===== config.mk =====
export PLATFORM = sky130hd
export DESIGN_NAME = pc_gen
export DESIGN_NICKNAME = d
export VERILOG_FILES = /design/src/rtl/pc_gen_pkg.sv /design/src/rtl/redir_arb.sv /design/src/rtl/pc_gen.sv
export SDC_FILE = /design/constraint.sdc
export NUM_CORES = 1
export LEC_CHECK = 0
export CAP_MARGIN = 20
export CORE_MARGIN = 1.5
export CORE_UTILIZATION = 43
export DETAILED_ROUTE_END_ITERATION = 6
export PLACE_DENSITY = 0.82
export SETUP_SLACK_MARGIN = 0.15
export SYNTH_ARGS = -nofsm -noshare
export SYNTH_HDL_FRONTEND = slang
export SYNTH_SLANG_ARGS = --single-unit

===== constraint.sdc =====
create_clock -name clk -period 2.34 [get_ports clk]
set_input_delay 0.702 -clock clk [delete_from_list [all_inputs] [get_ports clk]]
set_output_delay 0.702 -clock clk [all_outputs]
set_load 0.005 [all_outputs]

===== src/rtl/pc_gen_pkg.sv =====
// Shared definitions for the fetch-stage PC generator: state encoding,
// common constants and a small width helper.
package pc_gen_pkg;

  typedef enum logic {
    PCG_WARM = 1'b0,
    PCG_RUN  = 1'b1
  } pcg_state_e;

  localparam logic [31:0] ZeroWord           = 32'h0;
  localparam logic        True               = 1'b1;
  localparam logic        False              = 1'b0;
  localparam int          INST_BYTES_DEFAULT = 4;

  // Index width for an N-way selection; never narrower than one bit.
  function automatic int idx_width(input int n);
    return (n > 1) ? $clog2(n) : 1;
  endfunction

endpackage


===== src/rtl/redir_arb.sv =====
// Fixed-priority arbiter for redirect requests: the lowest set index wins,
// producing a one-hot grant, the binary index of the winner and an any flag.
module redir_arb
  import pc_gen_pkg::*;
#(
  parameter int N     = 2,
  parameter int IDX_W = idx_width(N)
) (
  input  logic [N-1:0]     req,
  output logic [N-1:0]     grant,
  output logic [IDX_W-1:0] idx,
  output logic             any
);

  // Scan from the top down so the lowest requesting index is the last writer.
  always_comb begin
    grant = '0;
    idx   = '0;
    any   = False;
    for (int i = N - 1; i >= 0; i--) begin
      if (req[i]) begin
        grant    = '0;
        grant[i] = True;
        idx      = IDX_W'(i);
        any      = True;
      end
    end
  end

endmodule


===== src/rtl/pc_gen.sv =====
// Fetch-stage program-counter generator with warm-up, prioritised redirects
// and an epoch tag. Define PC_GEN_PRED_EN to take the next PC from prd_pc.
module pc_gen
  import pc_gen_pkg::*;
#(
  parameter int              XLEN        = 32,
  parameter logic [XLEN-1:0] RESET_VEC   = '0,
  parameter int              NUM_REDIR   = 2,
  parameter int              START_DELAY = 1,
  parameter int              EPOCH_W     = 3,
  parameter int              INST_BYTES  = INST_BYTES_DEFAULT,
  localparam int             SRC_W       = idx_width(NUM_REDIR)
) (
  input  logic                      clk,
  input  logic                      rst,
  input  logic                      rdy,
  input  logic [NUM_REDIR-1:0]      redir_valid,
  input  logic [NUM_REDIR*XLEN-1:0] redir_pc,
`ifdef PC_GEN_PRED_EN
  input  logic [XLEN-1:0]           prd_pc,
`endif
  input  logic                      pc_ready,
  output logic [XLEN-1:0]           pc_o,
  output logic                      pc_valid,
  output logic [EPOCH_W-1:0]        pc_epoch,
  output logic                      redir_taken,
  output logic [SRC_W-1:0]          redir_src
);

  localparam int              CNT_W      = (START_DELAY > 0) ? $clog2(START_DELAY + 1) : 1;
  localparam logic [XLEN-1:0] LOW_MASK   = XLEN'(INST_BYTES - 1);
  localparam pcg_state_e      INIT_STATE = (START_DELAY == 0) ? PCG_RUN : PCG_WARM;

  pcg_state_e           state, state_nxt;
  logic [CNT_W-1:0]     cnt, cnt_nxt;
  logic [XLEN-1:0]      pc_nxt, next_pc, target;
  logic [EPOCH_W-1:0]   epoch_nxt;
  logic                 taken_nxt;
  logic [SRC_W-1:0]     src_nxt;
  logic [NUM_REDIR-1:0] grant;
  logic [SRC_W-1:0]     grant_idx;
  logic                 grant_any;

  redir_arb #(
    .N     (NUM_REDIR),
    .IDX_W (SRC_W)
  ) u_arb (
    .req   (redir_valid),
    .grant (grant),
    .idx   (grant_idx),
    .any   (grant_any)
  );

  // Redirect targets are forced onto an instruction boundary.
  always_comb begin
    target = '0;
    for (int i = 0; i < NUM_REDIR; i++) begin
      if (grant[i]) target = redir_pc[i*XLEN +: XLEN];
    end
    target = target & ~LOW_MASK;
  end

`ifdef PC_GEN_PRED_EN
  assign next_pc = prd_pc & ~LOW_MASK;
`else
  assign next_pc = pc_o + XLEN'(INST_BYTES);
`endif

  assign pc_valid = (state == PCG_RUN) && rdy;

  always_comb begin
    state_nxt = state;
    cnt_nxt   = cnt;
    pc_nxt    = pc_o;
    epoch_nxt = pc_epoch;
    taken_nxt = False;
    src_nxt   = redir_src;
    if (!rdy) begin
      state_nxt = INIT_STATE;
      cnt_nxt   = CNT_W'(START_DELAY);
    end else begin
      if (state == PCG_WARM) begin
        if (cnt <= CNT_W'(1)) state_nxt = PCG_RUN;
        else                  cnt_nxt   = cnt - 1'b1;
      end
      // A redirect wins over sequential advance and does not need pc_ready.
      if (grant_any) begin
        pc_nxt    = target;
        epoch_nxt = pc_epoch + 1'b1;
        taken_nxt = True;
        src_nxt   = grant_idx;
      end else if (state == PCG_RUN && pc_ready) begin
        pc_nxt = next_pc;
      end
    end
  end

  always_ff @(posedge clk) begin
    if (rst) begin
      state       <= INIT_STATE;
      cnt         <= CNT_W'(START_DELAY);
      pc_o        <= RESET_VEC;
      pc_epoch    <= '0;
      redir_taken <= False;
      redir_src   <= '0;
    end else begin
      state       <= state_nxt;
      cnt         <= cnt_nxt;
      pc_o        <= pc_nxt;
      pc_epoch    <= epoch_nxt;
      redir_taken <= taken_nxt;
      redir_src   <= src_nxt;
    end
  end

endmodule


==> results_dict.tcl, run 1 <==
set metrics [dict create \
    rsz0062_at_grt "true" \
    sequential_cell_area_um2 723.2 \
    antenna_found_initial 0 \
    grt_pass1_vias 3098 \
    io_pins 108 \
    crit_type "reg2reg" \
    timing.critical_path.mode_cell "nand3_1" \
    fp-row-count 27 \
    power_density_mw_per_mm2 432.0 \
    synth_edf_count 0 \
    drv_cap 0 \
    n_antenna_cell 0 \
    synth_cells 322 \
    htreeDepth 2 \
    drt-total-wl_um 8939 \
    cts_tree "yes" \
    ys_ff_latch 36 \
    coreArea_mm2 0.005540 \
    clock_path_buffers 2 \
    async_flop_share_pct 0 \
    yosysSeqAreaShare_pct 29.18 \
    skew_ns 0.006530 \
    cts_made_buffers 5 \
    area_delta_synth_final_pct 56.13 \
    insertion_delay_ns 0.29 \
    yosysWarnings 0 \
    p_leak_nw 1.478 \
    crit_required_ns 2.56 \
    fmax_mhz 467.2 \
    slew_violations 0 \
    num_vias 3197 \
    nNetsFinal 517 \
    path_clk_slew_ns 0.07 \
    postCtsSetupBuffers 0 \
    multi_input_area_mm2 0.001597 \
    setup_viol 0 \
    start_kind "flip-flop" \
    cp_cell_sequence "nand3_1 > nor4_2 > buf_4 > nand3_1 > or4_1 > a31oi_1" \
    min_period_ns 2.140 \
    final_cell_area_mm2 0.003856 \
    status "finished, final reports clean" \
    ant_nets 0 \
    route.detailed.drc 0 \
    grt_use_total_pct 29.29 \
    cts.sinks 36 \
    die_y_um 78.79 \
    min_period_over_period_pct 91.46 \
    ys.flop_type "dfxtp_1" \
    dp_worst_setup_slack_ns -0.2031 \
    gr-total-overflow 0 \
    grt_max_degree 20 \
    hp-class "reg2reg" \
    syn_avg_cell_area_um2 7.670 \
    drive_above_1_share_pct 13.90 \
    cpPeakStageDelay_ns 0.47 \
    drt_iter0_markers 298 \
    synth_cell_types 57 \
    io_buffers 101 \
    die_area_mm2 0.006208 \
    place_congestion 0.9706 \
    fillers 466 \
    start_util_pct 44.58 \
    critPathMaxFanout 12 \
    routedWlPerCell_um 17.26 \
    ctsRootBufferMaster "clkbuf_8" \
    critPathSlowestCell "dfxtp_1" \
    hold_viol 0 \
    place_area_mm2 0.003734 \
    grt_pass1_wl_um 14550 \
    ir_drop_uv 289.5 \
    critPathCaptureType "flip-flop" \
    crit_arrival_ns 2.36 \
    crit_buf_inv 1 \
    post-dp-hpwl_um 6658 \
    mostFrequentLayoutCells "clkdlybuf4s50_1 (98), buf_4 (42), nor2_1 (40), dfxtp_1 (34), nand2_1 (26)" \
    dr.pass1.iters 6 \
    syn_area_mm2 0.002470 \
    final_util_pct 69.60 \
    viasPerCell 6.172 \
    die_w_um 78.79 \
    final_common_cell "clkdlybuf4s50_1" \
    critPathTopFamily "simple AND/OR/NAND/NOR gates" \
    fin_ws_ns 0.1998 \
]
what timing repair did:
action                                  CTS  global route
gates resized for setup                   4             9
gates cloned                              0             0
hold buffers                              0             0
endpoints found under the setup margin    7            10
worst reg2reg max path: stages (launching register included):
cell	delay [ns]
dfxtp_1	0.47
nand3_1	0.22
nor4_2	0.35
buf_4	0.25
nand3_1	0.17
or4_1	0.44
a31oi_1	0.17
flip-flops by register name, summed over array words and instances, names as in the netlist:
name and cells:
state 1, pc_o 30, pc_epoch 3, redir_taken 1, redir_src 1
layer usage:
metal | vias up | track usage [%] | part of all wire (%)
met1 | 1504 | 37.52 | 43
met5 | - | 0 | 0
li1 | 1473 | - | -
met3 | 33 | 5.287 | 7.8
met2 | 187 | 47.24 | 46
met4 | 0 | 14.46 | 2.6
synthesized netlist by cell type (2+ instances only):
master,n,area [um^2]
nand4_4,2,42.54
a311o_1,2,20.02
inv_1,8,30.03
clkbuf_8,3,41.29
a21o_1,2,15.01
nand4_1,9,56.30
a31oi_1,3,18.77
dfxtp_1,36,720.7
o21ai_0,22,110.1
o21bai_1,3,22.52
o32ai_1,4,35.03
buf_4,3,22.52
a21oi_1,15,75.07
or4_1,2,15.01
o211ai_1,5,37.54
xor2_1,2,17.52
nor3_1,6,30.03
buf_1,4,15.01
mux2i_1,6,60.06
a222oi_1,4,40.04
a2bb2oi_1,3,26.28
a22o_1,3,26.28
and3_1,3,18.77
o22ai_1,4,25.02
o21ai_1,6,30.03
clkbuf_1,15,56.30
or3_1,6,37.54
and2_1,5,31.28
a221o_1,4,40.04
buf_2,2,10.01
nor2_1,41,153.9
nand3_1,13,65.06
nor4_1,6,37.54
nand3b_1,6,45.04
ha_1,2,25.02
o311ai_0,3,26.28
a221oi_1,7,61.31
a22oi_1,8,60.06
nand2_1,26,97.59
cell type report:
type                       instances  share of cell area, %
timing repair buffer             143                  34.39
sequential                        36                  18.75
tap                               72                  2.336
inverter                           8                 0.7787
clock buffer                       8                  2.336
multi-input combinational        251                  41.40
path summary, 6_finish.rpt:
kind	slack [ns]	endpoint	cells past startpoint	startpoint
setup / recovery	0.20	pc_o[15]$_SDFFE_PP0P_	6	pc_o[6]$_SDFFE_PP0P_
hold / removal	0.49	pc_epoch[1]$_SDFFE_PP0P_	2	pc_epoch[1]$_SDFFE_PP0P_
setup reg to reg	0.20	pc_o[15]$_SDFFE_PP0P_	6	pc_o[6]$_SDFFE_PP0P_
hold reg to reg	0.49	pc_epoch[1]$_SDFFE_PP0P_	2	pc_epoch[1]$_SDFFE_PP0P_
where the power goes:
group | internal [W] | switching [W]
registers | 0.000656 | 0.0000617
clock network | 0.000240 | 0.000226
logic | 0.000287 | 0.000196
total | 0.00118 | 0.000484
metrics by stage:
step                instances  setup TNS, ns  hold slack (ns)   power, W
CTS                       518              0           0.4936   0.001662
global placement          510         -2.043           0.4729   0.001186
detailed placement        510         -2.887           0.4805   0.001198
finish                    518              0           0.4898   0.001666
floorplan                 323              0           0.4689  0.0009155
global route              518              0           0.5258   0.001735
cells by family (layout without fill, tap and decap cells):
logic type               Yosys count  in the layout  synth area share, %
adder cells (fa/ha/maj)            2              2                1.013
multiplexers                       6              6                2.432
buffers and inverters             36            159                7.548
AND/OR/NAND/NOR                  133            133                29.03
other                              1              2               0.1518
XOR/XNOR                           2              2               0.7093
flip-flops                        36             36                29.18
AO/OA/AOI/OAI                    106            106                29.94
Note: power is estimated with default switching activity, not from simulation.
==> run 2, diff against run 1 <==
--- a/config.mk
+++ b/config.mk
@@ -11,6 +11,7 @@
 export DETAILED_ROUTE_END_ITERATION = 6
 export PLACE_DENSITY = 0.82
 export SETUP_SLACK_MARGIN = 0.15
+export SKIP_LAST_GASP = 1
 export SYNTH_ARGS = -nofsm -noshare
 export SYNTH_HDL_FRONTEND = slang
 export SYNTH_SLANG_ARGS = --single-unit
==> results of run 2 <==
No change in the layout: final DEF, timing and power equal those of run 1.
